## src/rtl/ddr3_wr_ctrl.sv

```systemverilog
// Write side of the DDR3 frame buffer: packs a pixel stream into MIG-width words,
// buffers them and issues single-beat MIG write commands across a wrapping address window.
module ddr3_wr_ctrl #(
  parameter int DATA_IN_WIDTH = 16,
  parameter int DATA_WIDTH    = 128,
  parameter int ADDR_WIDTH    = 28,
  parameter int ADDR_INC      = 8,
  parameter int FIFO_DEPTH    = 16
) (
  input  logic                      wr_clk,
  input  logic                      rst_n,
  input  logic                      init_calib_complete,
  input  logic                      wr_req,
  input  logic [ADDR_WIDTH-1:0]     wr_address_beign,
  input  logic [ADDR_WIDTH-1:0]     wr_address_end,
  input  logic [DATA_IN_WIDTH-1:0]  wr_din,
  input  logic                      wr_din_vld,
  output logic [ADDR_WIDTH-1:0]     app_addr,
  output logic [2:0]                app_cmd,
  output logic                      app_en,
  input  logic                      app_rdy,
  output logic [DATA_WIDTH-1:0]     app_wdf_data,
  output logic                      app_wdf_wren,
  output logic                      app_wdf_end,
  output logic [DATA_WIDTH/8-1:0]   app_wdf_mask,
  input  logic                      app_wdf_rdy,
  output logic                      busy,
  output logic                      frame_done,
  output logic                      overflow
);

  localparam int RATIO = DATA_WIDTH / DATA_IN_WIDTH;
  localparam int CW    = (RATIO > 1) ? $clog2(RATIO) : 1;
  localparam int PW    = $clog2(FIFO_DEPTH);
  localparam logic [CW-1:0]         LAST_BEAT = CW'(RATIO - 1);
  localparam logic [ADDR_WIDTH-1:0] ADDR_STEP = ADDR_WIDTH'(ADDR_INC);

  typedef enum logic [1:0] {S_IDLE, S_WAIT, S_WRITE} state_t;

  state_t state, state_nxt;

  logic                  req;
  logic [ADDR_WIDTH-1:0] win_begin, win_end, cur_addr, next_addr;
  logic                  wrap;
  logic                  cmd_done, data_done, discard;
  logic                  cmd_acc, data_acc, complete, retire, load;

  logic [CW-1:0]         beat_cnt;
  logic [DATA_WIDTH-1:0] pack_buf, pack_next, push_data;
  logic                  push_vld, pix_take, mem_we;

  logic [DATA_WIDTH-1:0] mem [FIFO_DEPTH];
  logic [PW:0]           wr_ptr, rd_ptr;
  logic                  fifo_empty, fifo_full;

  assign req        = wr_req & init_calib_complete;
  assign fifo_empty = (wr_ptr == rd_ptr);
  assign fifo_full  = (wr_ptr[PW] != rd_ptr[PW]) && (wr_ptr[PW-1:0] == rd_ptr[PW-1:0]);

  assign cmd_acc   = (state == S_WRITE) & ~cmd_done & app_rdy;
  assign data_acc  = (state == S_WRITE) & ~data_done & app_wdf_rdy;
  assign complete  = init_calib_complete & (state == S_WRITE) &
                     (cmd_done | cmd_acc) & (data_done | data_acc);
  // A word in flight when a new session starts finishes on the bus but is not counted.
  assign retire    = complete & ~discard & ~wr_req;
  assign next_addr = cur_addr + ADDR_STEP;
  assign wrap      = (next_addr >= win_end);
  assign load      = (state == S_WAIT) && (state_nxt == S_WRITE);

  assign pix_take  = (state != S_IDLE) & init_calib_complete & ~wr_req & wr_din_vld;
  assign mem_we    = init_calib_complete & ~wr_req & push_vld & ~fifo_full;

  always_ff @(posedge wr_clk or negedge rst_n) begin
    if (!rst_n) state <= S_IDLE;
    else        state <= state_nxt;
  end

  always_comb begin
    state_nxt = state;
    if (!init_calib_complete) begin
      state_nxt = S_IDLE;
    end else begin
      case (state)
        S_IDLE:  if (req) state_nxt = S_WAIT;
        S_WAIT:  if (!req && !fifo_empty) state_nxt = S_WRITE;
        S_WRITE: if (complete) state_nxt = S_WAIT;
        default: state_nxt = S_IDLE;
      endcase
    end
  end

  always_comb begin
    busy         = (state != S_IDLE);
    app_en       = (state == S_WRITE) & ~cmd_done;
    app_wdf_wren = (state == S_WRITE) & ~data_done;
    app_wdf_end  = app_wdf_wren;
    frame_done   = retire & wrap;
    app_cmd      = 3'b000;
    app_wdf_mask = '0;
  end

  always_ff @(posedge wr_clk or negedge rst_n) begin
    if (!rst_n) begin
      win_begin    <= '0;
      win_end      <= '0;
      cur_addr     <= '0;
      app_addr     <= '0;
      app_wdf_data <= '0;
      cmd_done     <= 1'b0;
      data_done    <= 1'b0;
      discard      <= 1'b0;
    end else if (!init_calib_complete) begin
      win_begin    <= '0;
      win_end      <= '0;
      cur_addr     <= '0;
      app_addr     <= '0;
      app_wdf_data <= '0;
      cmd_done     <= 1'b0;
      data_done    <= 1'b0;
      discard      <= 1'b0;
    end else begin
      if (load || complete)  cmd_done <= 1'b0;
      else if (cmd_acc)      cmd_done <= 1'b1;
      if (load || complete)  data_done <= 1'b0;
      else if (data_acc)     data_done <= 1'b1;

      if (complete)                     discard <= 1'b0;
      else if (req && state == S_WRITE) discard <= 1'b1;

      if (req) begin
        win_begin <= wr_address_beign;
        win_end   <= wr_address_end;
        cur_addr  <= wr_address_beign;
      end else if (retire) begin
        cur_addr  <= wrap ? win_begin : next_addr;
      end

      if (load) begin
        app_addr     <= cur_addr;
        app_wdf_data <= mem[rd_ptr[PW-1:0]];
      end
    end
  end

  always_comb begin
    pack_next = pack_buf;
    for (int unsigned k = 0; k < RATIO; k++) begin
      if (32'(beat_cnt) == k) pack_next[k*DATA_IN_WIDTH +: DATA_IN_WIDTH] = wr_din;
    end
  end

  always_ff @(posedge wr_clk or negedge rst_n) begin
    if (!rst_n) begin
      beat_cnt  <= '0;
      pack_buf  <= '0;
      push_data <= '0;
      push_vld  <= 1'b0;
      wr_ptr    <= '0;
      rd_ptr    <= '0;
    end else if (!init_calib_complete || wr_req) begin
      beat_cnt  <= '0;
      push_vld  <= 1'b0;
      wr_ptr    <= '0;
      rd_ptr    <= '0;
    end else begin
      push_vld <= pix_take && (beat_cnt == LAST_BEAT);
      if (pix_take) begin
        pack_buf <= pack_next;
        beat_cnt <= (beat_cnt == LAST_BEAT) ? '0 : beat_cnt + 1'b1;
        if (beat_cnt == LAST_BEAT) push_data <= pack_next;
      end
      if (mem_we) wr_ptr <= wr_ptr + 1'b1;
      if (retire) rd_ptr <= rd_ptr + 1'b1;
    end
  end

  always_ff @(posedge wr_clk) begin
    if (mem_we) mem[wr_ptr[PW-1:0]] <= push_data;
  end

  always_ff @(posedge wr_clk or negedge rst_n) begin
    if (!rst_n) overflow <= 1'b0;
    else if (init_calib_complete && !wr_req && push_vld && fifo_full) overflow <= 1'b1;
  end

endmodule

```

## config.mk

```make
export PLATFORM = sky130hd
export DESIGN_NAME = ddr3_wr_ctrl
export DESIGN_NICKNAME = d
export VERILOG_FILES = /design/src/rtl/ddr3_wr_ctrl.sv
export SDC_FILE = /design/constraint.sdc
export NUM_CORES = 2
export LEC_CHECK = 0
export BUFFER_PORTS_ARGS = -buffer_cell sky130_fd_sc_hd__buf_2
export CAP_MARGIN = 20
export CORE_MARGIN = 5
export CORE_UTILIZATION = 40
export DETAILED_ROUTE_END_ITERATION = 10
export GPL_TIMING_DRIVEN = 0
export PLACE_DENSITY_LB_ADDON = 0.08
export SLEW_MARGIN = 10
export SYNTH_ARGS = -nofsm -noshare
export SYNTH_HDL_FRONTEND = slang
export SYNTH_SLANG_ARGS = --single-unit
export TNS_END_PERCENT = 100
```

## constraint.sdc

```tcl
create_clock -name wr_clk -period 26 [get_ports wr_clk]
set_input_delay 5.2 -clock wr_clk [delete_from_list [all_inputs] [get_ports wr_clk]]
set_output_delay 5.2 -clock wr_clk [all_outputs]
set_load 0.03 [all_outputs]
```

### Word-level counts from Yosys, hierarchy flattened

Memories as Yosys holds them, arrays and structs flattened.
Index checks and enable logic that the tools add are counted.
W data, S select, Z words.

| cells by class | value |
|---|---|
| order comparisons | 1 |
| equal/unequal tests | 19 |
| bitwise gates (word level) | 25 |
| $add $sub $neg | 4 |
| multiplexer cells | 44 |
| reductions and logical operators | 22 |

Operator list:

| operator | number |
|---|---|
| $mux W28 | 10 |
| $mux W128 | 2 |
| $mux W16 | 8 |
| $add A28 B4 Y28 const B | 1 |
| $ge A28 B28 Y1 | 1 |
| $mux W5 | 4 |
| $and A1 B1 Y1 | 17 |
| $eq A3 B3 Y1 const B | 4 |
| $mux W1 | 12 |
| $ne A3 B1 Y1 const B | 4 |
| $add A5 B1 Y5 const B | 2 |
| $mux W3 | 3 |
| $logic_and A1 B1 Y1 | 8 |
| $mux W2 | 4 |
| $reduce_bool A2 Y1 | 4 |
| $eq A3 B2 Y1 const B | 2 |
| $not A1 Y1 | 6 |
| $pmux W2 S3 | 1 |
| $eq A5 B5 Y1 | 1 |
| $eq A2 B2 Y1 const B | 2 |
| $eq A4 B4 Y1 | 1 |
| $logic_not A1 Y1 | 4 |
| $ne A2 B1 Y1 const B | 2 |
| $add A3 B1 Y3 const B | 1 |
| other kinds (9) | 11 |

| storage, ports and cells | value |
|---|---|
| memories | 1 |
| output and inout port bits | 181 |
| word-level logic and storage cells | 132 |
| register bits after elaboration | 516 |
| input bits | 79 |
| RAM bits | 2048 |

Memories:

| name | words | width | read ports | clocked after memory_dff | write ports | line | text |
|---|---|---|---|---|---|---|---|
| mem | 16 | 128 | 1 | 0 | 1 | 52 | `logic [DATA_WIDTH-1:0] mem [FIFO_DEPTH];` |

### Longest topological paths before layout

| depth | value |
|---|---|
| word-level depth | 14 |
| gate-level depth with buffers | 15 |
| mapped depth without buffers | 14 |

### Worst setup path before layout

OpenSTA, ideal clock, no wires.

| path | value |
|---|---|
| kind | input to register |
| from | in init_calib_complete |
| to | mem mem[3][0], enable pin |
| path slack | 10.585 ns |
| setup time | 0.773 ns |
| stages on the path | 5 |
| arrival time | 14.642 ns |
| path through | nor2b_1 and3_1 clkbuf_1 nand2_1 nor3_1 |

| between the ends | value |
|---|---|
| longest elaborated chain between the ends | 5 |

Ends and longest elaborated chain:

| element | line | text |
|---|---|---|
| start: declaration | 12 | `input logic init_calib_complete,` |
| $and A1 B1 Y1 (3 in a row) | 71 | `assign mem_we = init_calib_complete & ~wr_req & push_vld & ~fifo_full;` |
| $mux W1 | 178 | `if (mem_we) mem[wr_ptr[PW-1:0]] <= push_data;` |
| $mux W1 (implied by the code) | 178 |  |
| end: declaration | 52 |  |

Every way passes these cells.

### Final worst setup path

| path | value |
|---|---|
| from | in app_rdy |
| to | out frame_done |

| between the ends | value |
|---|---|
| longest elaborated chain between the ends | 7 |

Ends and longest elaborated chain:

| element | line | text |
|---|---|---|
| start: declaration | 21 | `input logic app_rdy,` |
| $and A1 B1 Y1 | 60 | `assign cmd_acc = (state == S_WRITE) & ~cmd_done & app_rdy;` |
| $or A1 B1 Y1 | 63 | `(cmd_done \| cmd_acc) & (data_done \| data_acc);` |
| $and A1 B1 Y1 | 62 | `assign complete = init_calib_complete & (state == S_WRITE) &` |
| $and A1 B1 Y1 | 63 |  |
| $and A1 B1 Y1 (2 in a row) | 65 | `assign retire = complete & ~discard & ~wr_req;` |
| $and A1 B1 Y1 | 97 | `frame_done = retire & wrap;` |
| end: declaration | 28 | `output logic frame_done,` |

Every way passes these cells.

==> reports/qor.yml <==
yosys:
  syn_area_per_cell_um2: 19.9
  synth_area_mm2: 0.0990
  ys_types: 58
  synthFlopType: "edfxtp_1"
  async_flop_share_pct: 19.6
  ys_ff_latch: 2548
  synth_cells: 4963
  synth_edf_count: 2048
  yosysWarnings: 0
  synth_seq_area_share_pct: 74.8
cts:
  cts_setup_buffers: 0
  cts_tree: "done"
  postCtsHoldBufs: 0
  h-tree-depth: 5
  root_buffer: "clkbuf_16"
  numCtsBuffers: 296
  cts_sinks: 2548
  clk_pin_slew_ps: 60
  cts_max_path_buffers: 4
  clk_latency_ps: 950
  cts-resized-gates: 0
drt:
  antenna_left: 0
  wl_per_cell_um: 31.6
  routed_wl_um: 293000
  viasPerCell: 5.49
  dr.pass1.iters: 5
  drc: 0
  vias: 51000
  drtIter0Drc: 4846
layout:
  num-nets-final: 5867
  final_area_mm2: 0.117
  regArea_mm2: 0.0740
  mostFrequentLayoutCells: "2048 x edfxtp_1, 640 x mux4_2, 510 x nand2_1"
  area_delta_synth_final_pct: 18.6
  drive_gt1_share_pct: 30.0
  multiInputGateArea_mm2: 0.0235
  fillers: 20600
  final_common_cell: "edfxtp_1"
timing:
  setup_viol: 0
  finalCriticalPeriod_ps: 12350
  rsz0062_at_grt: "false"
  relSlewSlack_pct: 22.6
  maxSlewViolCount: 0
  setup-tns-final_ps: 0
  finClkSkew_ps: 64.3
  holdWs_ps: 477
  tightest_slew_ps: 1160
  fmax_ghz: 0.0810
  hold_viol: 0
  post-route-period-util_pct: 47.5
global_routing:
  grtUsageTotal_pct: 22.7
  grt_antenna_before_repair: 24
  grt_pass1_vias: 52500
  grt.overflow.total: 0
  grt_max_degree: 99
  grt_pass1_wl_um: 414000
pwr:
  leakage_nw: 36.3
  ir_worst_vdd_mv: 0.0500
  power_density_mw_per_mm2: 72.2
placed_design:
  globalplace.congestion: 0.778
  hpwl_um: 194000
  dpl_cell_area_mm2: 0.108
  portBuffers: 240
floorplan:
  die_y_um: 507
  rows: 182
  ios: 260
  fp.dieW_um: 507
  design.die.area_mm2: 0.257
  initial_core_util_pct: 40.2
  coreArea_mm2: 0.246
setup_path:
  startpoint_type: "input pin"
  r2r_setup_slack_ps: 21280
  worstSetupEndpointType: "primary output"
  setup.worst_path.class: "in -> out"
  r2r-start: "cur_addr[3]$_DFFE_PN0P_"
  timing.rr.end: "cur_addr[4]$_DFFE_PN0P_"
  reg2regPathDepth: 14
  worstPathArrival_ps: 7150
  cp.required_ps: 20800
  critPathMaxFanout: 7
worst_hold_path:
  worstHoldStart: "overflow$_DFFE_PN0P_"
  hold-path-cell-count: 1
  whs_endpoint: "overflow$_DFFE_PN0P_"
  hp-class: "reg -> reg"
status:
  status: "finished, final reports clean"
job:
  maxCapViolCount: 0
power breakdown:
part / internal (mW) / switching (mW)
Clock: 2.35 / 1.62
Sequential: 4.37 / 0.0106
Combinational: 0.0448 / 0.0873
Total: 6.76 / 1.71
cell type report:
class,instances,area share (%)
Tap cell,3312,3.53
Clock inverter,94,0.740
Timing Repair Buffer,469,4.24
Multi-Input combinational cell,2086,20.0
Sequential cell,2548,63.0
Inverter,41,0.137
Buffer,306,1.31
Antenna cell,16,0.0341
Clock buffer,421,6.98
sequential cells by signal (all words and copies together) (netlist names):
register      cells
discard           1
overflow          1
rd_ptr            5
mem            2048
wr_ptr            5
pack_buf        112
app_addr         28
state             2
win_end          28
win_begin        28
push_vld          1
data_done         1
cmd_done          1
beat_cnt          3
app_wdf_data    128
cur_addr         28
push_data       128
logic make-up after synthesis:
kind of cell / Yosys count / share of synthesized area (%)
AO/OA/AOI/OAI: 362 / 1.96
XOR/XNOR: 36 / 0.326
adder cells (fa/ha/maj): 40 / 0.506
buffers and inverters: 347 / 1.68
flip-flops: 2548 / 74.8
multiplexers: 944 / 17.8
other: 1 / 0.00379
AND/OR/NAND/NOR: 685 / 2.96
routing by layer:
metal	global-route usage, %	vias to the layer above	share of wire [%]
met5	0	-	0.0089
met3	3.20	444	5.1
met2	36.5	1507	48
li1	-	21400	-
met4	5.52	4	2.7
met1	33.0	27700	44
worst max-delay path by stage:
| stage | endpoint | cells after the start | from | slack [ps] |
|---|---|---|---|---|
| final | frame_done | 6 | app_rdy | 13650 |
| after global routing | frame_done | 6 | app_rdy | 13620 |
| after global placement | mem[3][41]$_DFFE_PP_ | 6 | wr_req | -6460 |
| after CTS | frame_done | 6 | app_rdy | 13680 |
| after floorplan | mem[3][0]$_DFFE_PP_ | 5 | init_calib_complete | 10580 |
| after detailed placement | frame_done | 6 | app_rdy | 13670 |
critical path: stages:
cell and delay, ps:
buf_2 90, o22ai_1 180, nor4_1 790, o21ai_1 400, inv_1 250, buf_2 230
cell usage after synthesis (19+ instances only):
cell type | n | share of area (%)
a21oi_1 | 20 | 0.10
a22oi_1 | 21 | 0.16
buf_2 | 79 | 0.40
buf_4 | 35 | 0.27
clkbuf_1 | 165 | 0.63
dfrtp_1 | 500 | 13
edfxtp_1 | 2048 | 62
ha_1 | 40 | 0.51
inv_1 | 38 | 0.14
mux2_2 | 113 | 1.3
mux2i_1 | 190 | 1.9
mux4_2 | 640 | 15
nand2_1 | 510 | 1.9
nand3_1 | 19 | 0.096
nor2_1 | 46 | 0.17
nor2b_1 | 60 | 0.38
o21ai_0 | 151 | 0.76
o21ai_1 | 148 | 0.75
xnor2_1 | 19 | 0.17
metrics by stage:
step / utilization [%] / cells / setup WS, ps / power, mW
after global placement: 42.4 / 8533 / -6460 / 4.59
after CTS: 47.7 / 9276 / 13680 / 8.56
after global routing: 47.7 / 9284 / 13620 / 8.74
after floorplan: - / 4981 / 10580 / 4.53
final: 47.7 / 9293 / 13650 / 8.47
after detailed placement: 44.0 / 8761 / 13670 / 4.60
(Power assumes the default switching activity.)
